<file path="config.mk">
export PLATFORM = sky130hd
export DESIGN_NAME = mips_cpu_pc_seq
export DESIGN_NICKNAME = d
export VERILOG_FILES = /design/src/rtl/mips_cpu_pc_seq.sv
export SDC_FILE = /design/constraint.sdc
export NUM_CORES = 1
export LEC_CHECK = 0
export BUFFER_PORTS_ARGS = -buffer_cell sky130_fd_sc_hd__buf_2
export CAP_MARGIN = 10
export CORE_MARGIN = 1
export CORE_UTILIZATION = 45
export CTS_CLUSTER_SIZE = 30
export DETAILED_ROUTE_END_ITERATION = 10
export PLACE_DENSITY = 0.71
export SYNTH_ARGS = -nofsm -noshare
export SYNTH_HDL_FRONTEND = slang
export SYNTH_SLANG_ARGS = --single-unit
export TNS_END_PERCENT = 20
</file>
<file path="constraint.sdc">
create_clock -name clk -period 6.1 [get_ports clk]
set_input_delay 0.915 -clock clk [delete_from_list [all_inputs] [get_ports clk]]
set_output_delay 0.915 -clock clk [all_outputs]
set_load 0.005 [all_outputs]
</file>
<file path="src/rtl/mips_cpu_pc_seq.sv">
// rtl/mips_cpu_pc_seq.sv - MIPS program-counter sequencer with optional branch delay slot
module mips_cpu_pc_seq #(
    parameter logic [31:0] RESET_VECTOR = 32'hBFC00000,
    parameter logic [31:0] HALT_ADDR    = 32'h00000000,
    parameter int          DELAY_SLOTS  = 1
) (
    input  logic        clk,
    input  logic        reset,
    input  logic        stall,
    input  logic [31:0] instr,
    input  logic [31:0] rs_data,
    input  logic [31:0] rt_data,
    output logic [31:0] pc,
    output logic        active,
    output logic        fault,
    output logic        in_delay_slot,
    output logic        link_we,
    output logic [4:0]  link_reg,
    output logic [31:0] link_data
);

    localparam logic [5:0] OP_SPECIAL = 6'b000000;
    localparam logic [5:0] OP_REGIMM  = 6'b000001;
    localparam logic [5:0] OP_J       = 6'b000010;
    localparam logic [5:0] OP_JAL     = 6'b000011;
    localparam logic [5:0] OP_BEQ     = 6'b000100;
    localparam logic [5:0] OP_BNE     = 6'b000101;
    localparam logic [5:0] OP_BLEZ    = 6'b000110;
    localparam logic [5:0] OP_BGTZ    = 6'b000111;
    localparam logic [5:0] FN_JR      = 6'b001000;
    localparam logic [5:0] FN_JALR    = 6'b001001;
    localparam logic [4:0] RI_BLTZ    = 5'b00000;
    localparam logic [4:0] RI_BGEZ    = 5'b00001;
    localparam logic [4:0] RI_BLTZAL  = 5'b10000;
    localparam logic [4:0] RI_BGEZAL  = 5'b10001;
    localparam logic [31:0] LINK_OFS  = (DELAY_SLOTS != 0) ? 32'd8 : 32'd4;

    logic [5:0]  opcode;
    logic [5:0]  funct;
    logic [4:0]  rt_sel;
    logic [31:0] pc_plus4;
    logic [31:0] br_target;
    logic [31:0] j_target;
    logic        rs_neg;
    logic        rs_zero;
    logic        taken;
    logic        is_link;
    logic        is_reg;
    logic        is_jalr;
    logic [31:0] target;
    logic        target_bad;
    logic        issue;
    logic        pending;
    logic [31:0] dest;
    logic        dest_bad;
    logic        unused_shamt;

    assign opcode    = instr[31:26];
    assign funct     = instr[5:0];
    assign rt_sel    = instr[20:16];
    assign pc_plus4  = pc + 32'd4;
    assign br_target = pc_plus4 + {{14{instr[15]}}, instr[15:0], 2'b00};
    assign j_target  = {pc_plus4[31:28], instr[25:0], 2'b00};
    assign rs_neg    = rs_data[31];
    assign rs_zero   = (rs_data == 32'd0);
    assign unused_shamt = ^instr[10:6];

    always_comb begin
        taken   = 1'b0;
        is_link = 1'b0;
        is_reg  = 1'b0;
        is_jalr = 1'b0;
        target  = br_target;
        case (opcode)
            OP_SPECIAL: begin
                if (funct == FN_JR || funct == FN_JALR) begin
                    taken   = 1'b1;
                    is_reg  = 1'b1;
                    target  = rs_data;
                    is_jalr = (funct == FN_JALR);
                    is_link = (funct == FN_JALR);
                end
            end
            OP_J: begin
                taken  = 1'b1;
                target = j_target;
            end
            OP_JAL: begin
                taken   = 1'b1;
                is_link = 1'b1;
                target  = j_target;
            end
            OP_BEQ:  taken = (rs_data == rt_data);
            OP_BNE:  taken = (rs_data != rt_data);
            OP_BLEZ: taken = rs_neg | rs_zero;
            OP_BGTZ: taken = !rs_neg && !rs_zero;
            OP_REGIMM: begin
                case (rt_sel)
                    RI_BLTZ:   taken = rs_neg;
                    RI_BGEZ:   taken = !rs_neg;
                    RI_BLTZAL: begin
                        taken   = rs_neg;
                        is_link = 1'b1;
                    end
                    RI_BGEZAL: begin
                        taken   = !rs_neg;
                        is_link = 1'b1;
                    end
                    default: taken = 1'b0;
                endcase
            end
            default: taken = 1'b0;
        endcase
    end

    // Only register-indirect targets can be misaligned; immediates are always word-aligned.
    assign target_bad = is_reg && (target[1:0] != 2'b00);
    assign issue      = active && !stall && !in_delay_slot;
    assign link_we    = issue && is_link && !reset;
    assign link_reg   = is_jalr ? instr[15:11] : 5'd31;
    assign link_data  = pc + LINK_OFS;

    always_ff @(posedge clk or posedge reset) begin
        if (reset) begin
            pc            <= RESET_VECTOR;
            active        <= 1'b1;
            fault         <= 1'b0;
            in_delay_slot <= 1'b0;
            pending       <= 1'b0;
            dest          <= 32'd0;
            dest_bad      <= 1'b0;
        end else if (active && !stall) begin
            if (pending) begin
                // Delay slot retires: the earlier transfer commits now, whatever this instr is.
                pending       <= 1'b0;
                in_delay_slot <= 1'b0;
                if (dest_bad) begin
                    fault  <= 1'b1;
                    active <= 1'b0;
                end else begin
                    pc <= dest;
                    if (dest == HALT_ADDR) active <= 1'b0;
                end
            end else if (taken && DELAY_SLOTS != 0) begin
                pc            <= pc_plus4;
                dest          <= target;
                dest_bad      <= target_bad;
                pending       <= 1'b1;
                in_delay_slot <= 1'b1;
                if (pc_plus4 == HALT_ADDR) active <= 1'b0;
            end else if (taken) begin
                if (target_bad) begin
                    fault  <= 1'b1;
                    active <= 1'b0;
                end else begin
                    pc <= target;
                    if (target == HALT_ADDR) active <= 1'b0;
                end
            end else begin
                pc <= pc_plus4;
                if (pc_plus4 == HALT_ADDR) active <= 1'b0;
            end
        end
    end

endmodule

</file>
==> metrics.txt, run 1 <==
Post-Synth Adder-Cell Area 6.51%; total CTS buffers 9; top cells by area, synth dfrtp_1 21%, xor2_1 7.1%, xnor2_1 6.4%; DR DRC count 0; WS Path Type reg2reg; multi-input logic area about 0.0049 sq mm; Slew @ Worst Pin ~1.2 ns; Crit Path Max Fanout 11; DR pass1 iterations 6; Die W 127 microns; CTS tree done; Worst EP required 6.38 ns; Final Hold Fails 0; worst hold path class reg2reg; GP Congestion between 0.9 and 1; outcome complete, no violations; worst-skew pair later-pin latency ~0.34 ns; post-synthesis async set-or-reset flop share 100%; fin crit share between 80% and 90%; Worst Path Arrival 5.67 ns; crit path time final 5.39 ns; Clock Skews 0.00802 ns; top post-synthesis cells by count 98 x nand2_1, 83 x o21ai_0, 73 x a21oi_1; clock sinks ~70; MaxCap Viol Count 0; LEAKAGE about 3.8 nW; worst hold slack 0.513 ns; EDFF count, synth 0; I/O pin count 172; Synth top area share 21.0%; Post-Synthesis Cells 926; most numerous cell in the Yosys netlist nand2_1; Post-Syn Nets 1,061; fmax 186 MHz; Syn. warnings 0; post-synthesis compound-gate area fraction between 20% and 30%; largest net degree at the start of global routing 70; relative slew slack 20.5%; sequential share of the synthesized area 24.7%; vias per cell 6.11; # setup viols final 0; Peak VDD IR 139 uV; Overflow after GRT 0; synthesis-to-layout area growth 18.0%; post_cts resized 0; wire per inst 20.1 microns; layout cells sized above 1 22.3%; mean post-synth cell area 7.59 sq um; diodes inserted 0; Critical Path Max Stage Delay 0.53 ns; RSZ-0062 raised after global routing no; Critical Path Most Common Cell nand3_1; Most used DFF post-synth dfrtp_1; core region area approximately 0.015 sq mm; Synth Cell Area 0.00703 sq mm; Global Route Usage Sum ~31%; Slew Limit Fails 0; setup bufs post-CTS 0; htree depth 3; flops & latches, synth 69; Root Buffer clkbuf_16; mux cell area share after synthesis 3.58%; main combinational cell family by area after synthesis compound AO/OA/AOI/OAI gates; vias in the first global route 6,913; drt total wl 25,100 microns; post-route cell area 0.00829 sq mm; DRT antenna net count 0; Post-DP Area 0.00798 sq mm; Storage cell area 0.00174 sq mm; worst path cell trace ha_1, nand3_1, nor3_1, buf_4, nor3b_1, buf_4, and2_0, nand3_1, xor2_1, inv_1, ha_1, a21oi_1, nand2_1, nor4_1, nand2_1, o21a_1, a221oi_1, o21ai_0, or4_1, nand3_1; synth unique cells 65; area of the die 0.0161 sq mm; Fill cells 1,494; crit path capture type flip-flop; port buffer count 171; nets@finish 1,194; Worst setup SP type flip-flop; Critical Path Slowest Stage Cell dfrtp_1; Starting Density between 40% and 50%; Final HPWL DP slightly below 20,000 microns; clock slew at reported path FFs 0.06 ns; Die H 127 microns; DRT iter0 DRCs ~750; via count around 7,600; Synth Area in Simple Gates 22.9%; first-pass GRT wire length 38,400 microns; Yosys top cell by area dfrtp_1; initial antenna violation count 0; row count 45; Synth Area in XOR/XNOR 13.7%; clock buffer depth 2; Pwr per Cell Area 143 mW/mm^2; setup TNS 0 ns; hold buffers post-CTS 0
-- sequential cells by signal, summed over array words and instances, names as in the netlist --
name           flops
dest_bad           1
pending            1
in_delay_slot      1
fault              1
pc                32
active             1
dest              32
-- final cells by class --
class	instances	area share (%)
well taps	188	2.84
repair buffers	183	11.4
clock inverters	5	0.709
multi-input cells	759	59.4
flip-flops and latches	69	21.0
clock buffers	11	3.05
inverters	37	1.67
-- critical path, delay by kind of cell, from the launching register on --
kind / cells / cell delay, ns
flops: 1 / 0.53
simple gates: 10 / 2.17
xor+xnor: 1 / 0.20
fa+ha+maj: 2 / 0.72
buf+inv: 3 / 0.44
compound gates: 4 / 1.26
-- kinds of logic after synthesis --
| group | count (synthesis) |
|---|---|
| xor gates and xnor gates | 109 |
| AOI/OAI and AO/OA | 261 |
| muxes | 24 |
| DFF | 69 |
| buffers and inverters | 98 |
| adders and majority gates | 36 |
| and+or+nand+nor | 329 |
-- layer usage --
metal,up-vias,track usage [%],part of all wire (%)
li1,3638,-,-
met1,3530,44.1,45
met2,436,49.4,45
met5,-,0,0
met4,0,8.47,2.0
met3,42,5.32,8.4
-- cell usage in the layout, fill, tap and decap left out, drive strengths merged, types with 6 or more instances in the layout --
cell type / instances
xnor2: 51
nor2: 67
nand2: 98
nand4: 21
xor2: 58
nand3: 38
mux2: 9
o21ai: 84
nor4: 32
nor2b: 8
dfstp: 10
a22oi: 10
or2: 8
ha: 35
o31ai: 6
buf: 183
mux2i: 15
dfrtp: 59
clkbuf: 11
nor3: 22
a21o: 13
inv: 37
a221oi: 13
a21oi: 73
o22ai: 10
-- metrics by stage --
step	total power [mW]	instances	setup WS, ns	util, %
2_1_floorplan	0.553	926	1.55	-
3_3_place_gp	0.634	1236	1.07	52.5
3_5_place_dp	0.635	1236	0.858	52.5
4_1_cts	1.18	1252	0.815	54.6
5_1_grt	1.22	1252	0.210	54.6
6_report	1.18	1252	0.712	54.6
-- final timing paths --
check	startpoint	end	slack [ns]	cells past startpoint
max	pc[4]	dest[31]	0.71	20
min	dest[0]	dest[0]	0.51	2
max reg2reg	pc[4]	dest[31]	0.71	20
min reg2reg	dest[0]	dest[0]	0.51	2
max in group asynchronous	reset	pc[21]	4.65	3
min in group asynchronous	reset	dest[1]	0.85	3
-- power by group --
part	leakage [nW]	switching, mW	internal [mW]
Sequential	0.907	0	0.458
Combinational	2.74	0.105	0.0668
Clock	0.148	0.214	0.339
Total	3.79	0.318	0.864
Power figures use the tool's default switching activity.
==> run 2: changes to the inputs <==
CORE_MARGIN = 2   (was 1)
==> run 2 against run 1 <==
Against the previous run: sequential power is essentially flat; clock skew fell by 0.00060 ns; die area up 3.2%; via count rose by 0.51%; non-clock buffer count unchanged; first-iteration DRC count is 13% higher; combinational power about the same; total power rose by 1.4%; flip-flop and latch count is the same; critical endpoint unchanged; largest power group unchanged.
==> metrics.txt, run 2 (synthesis gave the netlist of run 1 again) <==
setup TNS 0 ns; P_int around 0.88 mW; first-pass GRT wire length approximately 38,000 microns; core region area 0.0153 sq mm; DRT antenna net count 0; Peak VDD IR between 100 and 150 uV; Slew @ Worst Pin 1.17 ns; DRT iter0 DRCs 851; Place WS 0.995 ns; worst path cell trace ha_1, nand3_1, nor3_1, buf_4, nor3b_1, buf_4, and2_0, nand3_1, xor2_1, inv_1, ha_1, a21oi_1, nand2_1, nor4_1, nand2_1, o21a_1, a221oi_1, o21ai_0, or4_1, nand3_1; RSZ-0062 raised after global routing no; DR DRC count 0; Final Hold Fails 0; clock sinks 69; total CTS buffers 9; synthesis-to-layout area growth 18.6%; Pwr per Cell Area roughly 140 mW/mm^2; post_cts resized 0; switching share of total power 26.3%; via count 7,685; outcome complete, no violations; nets@finish around 1,200; worst hold path class reg2reg; Global Route Usage Sum between 20 and 30%; Root Buffer clkbuf_16; setup bufs post-CTS 0; r2r worst-path depth 20; hold buffers post-CTS 0; # setup viols final 0; Seq pwr share a little under two fifths; vias per cell ~6.0; Crit. path cell count 20; drt total wl 24,800 microns; DR pass1 iterations 6; Slew Limit Fails 0; row count 45; Largest regs dest (32), pc (32); Clock Skews roughly 0.0074 ns; fin crit share 85.3%; htree depth 3; Crit Path Max Fanout 11; I/O pin count about 170; Final HPWL DP roughly 20,000 microns; diodes inserted 0; Critical Path Slowest Stage Cell dfrtp_1; area of the die 0.0166 sq mm; Starting Density 46.1%; largest net degree at the start of global routing 39; clock buffer depth 2; initial antenna violation count 0; Post-DP Area between 0.008 and 0.009 sq mm; most common cell after layout, fill and taps aside buf_2; Critical Path Max Stage Delay 0.53 ns; clock slew at reported path FFs 0.06 ns; WS Path Type reg2reg; port buffer count 171; Critical Path Most Common Cell nand3_1; crit path time final 5.20 ns; GP Congestion 0.977; post-route cell area approximately 0.0083 sq mm; LEAKAGE 3.80 nW; Worst Hold Depth 2; Worst setup SP type flip-flop; crit path capture type flip-flop; CTS tree done; worst-skew pair later-pin latency 0.34 ns; Worst EP required 6.37 ns; clock group share of total power a little under half; setup ws final 0.898 ns; CP top delay family simple AND/OR/NAND/NOR gates; Worst Path Buf+Inv 3; vias in the first global route between 6,000 and 7,000; Die H 129 microns; Power Total 1.20 mW; relative slew slack 21.0%; layout cells sized above 1 22.3%; commonest non-fill, non-tap cells in the layout 171 x buf_2, 98 x nand2_1, 83 x o21ai_0; Overflow after GRT 0; NetSw 0.315 mW; wire per inst 19.5 microns; MaxCap Viol Count 0; Die W 129 microns; combinational power share 14.2%; Worst Path Arrival about 5.5 ns; fmax just under 200 MHz
## run 2: cell types whose count changed in the layout (fill, tap and decap cells not counted), sizes merged
cell | previous run | this run
clkbuf | 11 | 9
bufinv | 1 | 2
inv | 37 | 38
## run 2: metrics by stage
step / hold WS (ns) / utilization [%] / cells
floorplan: 0.466 / - / 926
finish: 0.506 / 54.6 / 1275
global route: 0.521 / 54.6 / 1275
global placement: 0.493 / 52.5 / 1259
CTS: 0.504 / 54.6 / 1275
detailed placement: 0.484 / 52.5 / 1259
## run 2: power by group through the flow
stage               registers (mW)  logic, mW  clock network (mW)
finish                       0.458      0.170               0.571
detailed placement           0.466      0.167                   0
global placement             0.466      0.166                   0
floorplan                    0.466     0.0869                   0
global route                 0.458      0.185               0.592
CTS                          0.458      0.168               0.574
## run 2: metal layers
layer,up-vias,global-route usage [%],share of wire (%)
met5,-,0,0
met4,0,7.74,1.9
met3,32,2.62,8.6
met2,441,45.3,44
met1,3594,44.3,45
li1,3618,-,-
## run 2: worst paths after layout
path	from	end	slack (ns)
worst max-delay path	pc[4]	dest[31]	0.90
worst min-delay path	in_delay_slot	in_delay_slot	0.51
worst max register to register	pc[4]	dest[31]	0.90
worst min register to register	in_delay_slot	in_delay_slot	0.51
max in group asynchronous	reset	pc[27]	4.42
min in group asynchronous	reset	in_delay_slot	0.70
## run 2: cell type report
type                       count  area, sq um
clock buffer                   9          225
clock inverter                 7         97.6
fill                        1508         6920
inverter                      37          139
multi-input combinational    759         4920
sequential                    69         1740
tap                          211          264
timing repair buffer         183          946
## run 2: worst reg2reg max path, delay by kind of cell, from the launching register on
kind / cells / cell delay (ns)
compound gates: 4 / 1.14
xor+xnor: 1 / 0.21
fa+ha+maj: 2 / 0.71
buf+inv: 3 / 0.42
flops: 1 / 0.53
simple gates: 10 / 2.11
==> run 3: changes to the inputs <==
PLACE_DENSITY = default   (was 0.71)
PLACE_DENSITY_LB_ADDON = 0.25   (was default)
==> run 3 against run 2 <==
Against the previous run: critical path type unchanged; first-iteration DRC count down 16%; total power shrank 4.3%; largest cell class unchanged; final area is 0.24% lower; clock power down 9.3%; worst hold slack improved by 0.0078 ns; cell count about the same; clock skew decreased by 0.0016 ns.
==> metrics.txt, run 3 (synthesis gave the netlist of run 1 again) <==
first-pass GRT wire length 38,700 microns; LEAKAGE between 3 and 4 nW; P_int 0.841 mW; worst-skew pair later-pin latency 0.34 ns; layout cells sized above 1 approximately 22%; crit path capture type flip-flop; MaxCap Viol Count 0; CTS tree done; vias per cell 5.93; Worst EP required 6.37 ns; most common cell after layout, fill and taps aside buf_2; switching share of total power 26.7%; RSZ-0062 raised after global routing no; fmax 189 MHz; synthesis-to-layout area growth 18.3%; DRT antenna net count 0; worst hold path class reg2reg; Peak VDD IR about 110 uV; Worst setup SP type flip-flop; relative slew slack 21.9%; Final HPWL DP slightly below 20,000 microns; clock sinks slightly below 70; row count 45; Final Hold Fails 0; wire per inst 19.8 microns; htree depth 3; Critical Path Slowest Stage Cell dfrtp_1; Die H 129 microns; clock slew at reported path FFs 0.06 ns; setup ws final 0.804 ns; DRT iter0 DRCs 716; commonest non-fill, non-tap cells in the layout 171 x buf_2, 98 x nand2_1, 83 x o21ai_0; Fill cells 1,548; DR pass1 iterations 5; Place WS 0.916 ns; worst path cell trace ha_1, nand3_1, nor3_1, buf_4, nor3b_1, buf_4, and2_0, nand3_1, xor2_1, inv_1, ha_1, a21oi_1, nand2_1, nor4_1, nand2_1, o21a_1, a221oi_1, o21ai_0, or4_1, nand3_1; Overflow after GRT 0; Critical Path Max Stage Delay 0.53 ns; Worst Path Arrival 5.56 ns; Critical Path Most Common Cell nand3_1; total CTS buffers 9; Slew Limit Fails 0; Seq pwr share 39.9%; initial antenna violation count 0; post_cts resized 0; clock buffer depth 2; crit path time final 5.30 ns; fin crit share 86.8%; GP Congestion 0.966; Root Buffer clkbuf_16; via count 7,561; largest net degree at the start of global routing 70; drt total wl 25,200 microns; Slew @ Worst Pin 1.17 ns; port buffer count around 170; Pwr per Cell Area 138 mW/mm^2; I/O pin count 172; core region area 0.0153 sq mm; nets@finish 1,195; NetSw roughly 0.31 mW; Die W 129 microns; vias in the first global route 6,831; Clock Skews 0.00585 ns; setup TNS 0 ns; hold buffers post-CTS 0; diodes inserted 0; # setup viols final 0; Starting Density between 40% and 50%; setup bufs post-CTS 0; Global Route Usage Sum between 30% and 40%; DR DRC count 0; combinational power share 14.9%; Crit Path Max Fanout 11; clock group share of total power 45.1%; WS Path Type reg2reg; area of the die around 0.017 sq mm; Largest regs dest (32), pc (32); outcome complete, no violations
## run 3: cell types whose count changed in the layout (fill, tap and decap cells not counted), sizes merged
cell    before  now
bufinv       2    1
inv         38   37
clkbuf       9   11
clkinv       2    3
## run 3: layout make-up
class,instances,area [sq um],share of cell area (%)
Clock inverter,6,63.8,0.767
Clock buffer,10,229,2.75
Sequential cell,69,1740,20.9
Multi-Input combinational cell,759,4930,59.3
Tap cell,211,264,3.18
Timing Repair Buffer,184,951,11.4
Inverter,37,139,1.67
## run 3: final timing paths
path	start	endpoint	slack, ns	depth (start not counted)
max	pc[4]	dest[31]	0.80	20
max reg2reg	pc[4]	dest[31]	0.80	20
min in group asynchronous	reset	dest[2]	0.85	3
max in group asynchronous	reset	pc[19]	4.64	3
min	dest[0]	dest[0]	0.51	2
min reg2reg	dest[0]	dest[0]	0.51	2
## run 3: worst max-delay path, delay by kind of cell (launching register included)
kind / cells / cell delay, ns
AND/OR/NAND/NOR: 10 / 2.10
flip-flops: 1 / 0.53
AO/OA/AOI/OAI: 4 / 1.24
buffers and inverters: 3 / 0.44
XOR/XNOR: 1 / 0.20
adder cells (fa/ha/maj): 2 / 0.71
## run 3: metrics by stage
stage / instances / instance area [sq um] / power, mW / hold slack (ns) / utilization (%)
3_5_place_dp: 1259 / 8020 / 0.635 / 0.500 / 52.5
4_1_cts: 1275 / 8310 / 1.15 / 0.509 / 54.5
3_3_place_gp: 1259 / 8020 / 0.635 / 0.489 / 52.5
2_1_floorplan: 926 / 7030 / 0.553 / 0.466 / -
6_report: 1276 / 8310 / 1.15 / 0.514 / 54.5
5_1_grt: 1276 / 8310 / 1.19 / 0.530 / 54.5
## run 3: power groups by stage
stage               combinational, mW  clock, mW  sequential, mW
global route                    0.186      0.544           0.458
detailed placement              0.169          0           0.466
global placement                0.168          0           0.466
floorplan                      0.0869          0           0.466
finish                          0.172      0.518           0.458
CTS                             0.169      0.527           0.458
## run 3: routing by layer
metal / wire [microns] / up-vias / part of all wire, % / track usage (%)
met5: 0 / - / 0 / 0
met4: 465 / 0 / 1.8 / 8.57
met3: 1810 / 33 / 7.2 / 3.83
met2: 11200 / 352 / 44 / 46.7
met1: 11800 / 3539 / 47 / 44.8
li1: - / 3637 / - / -
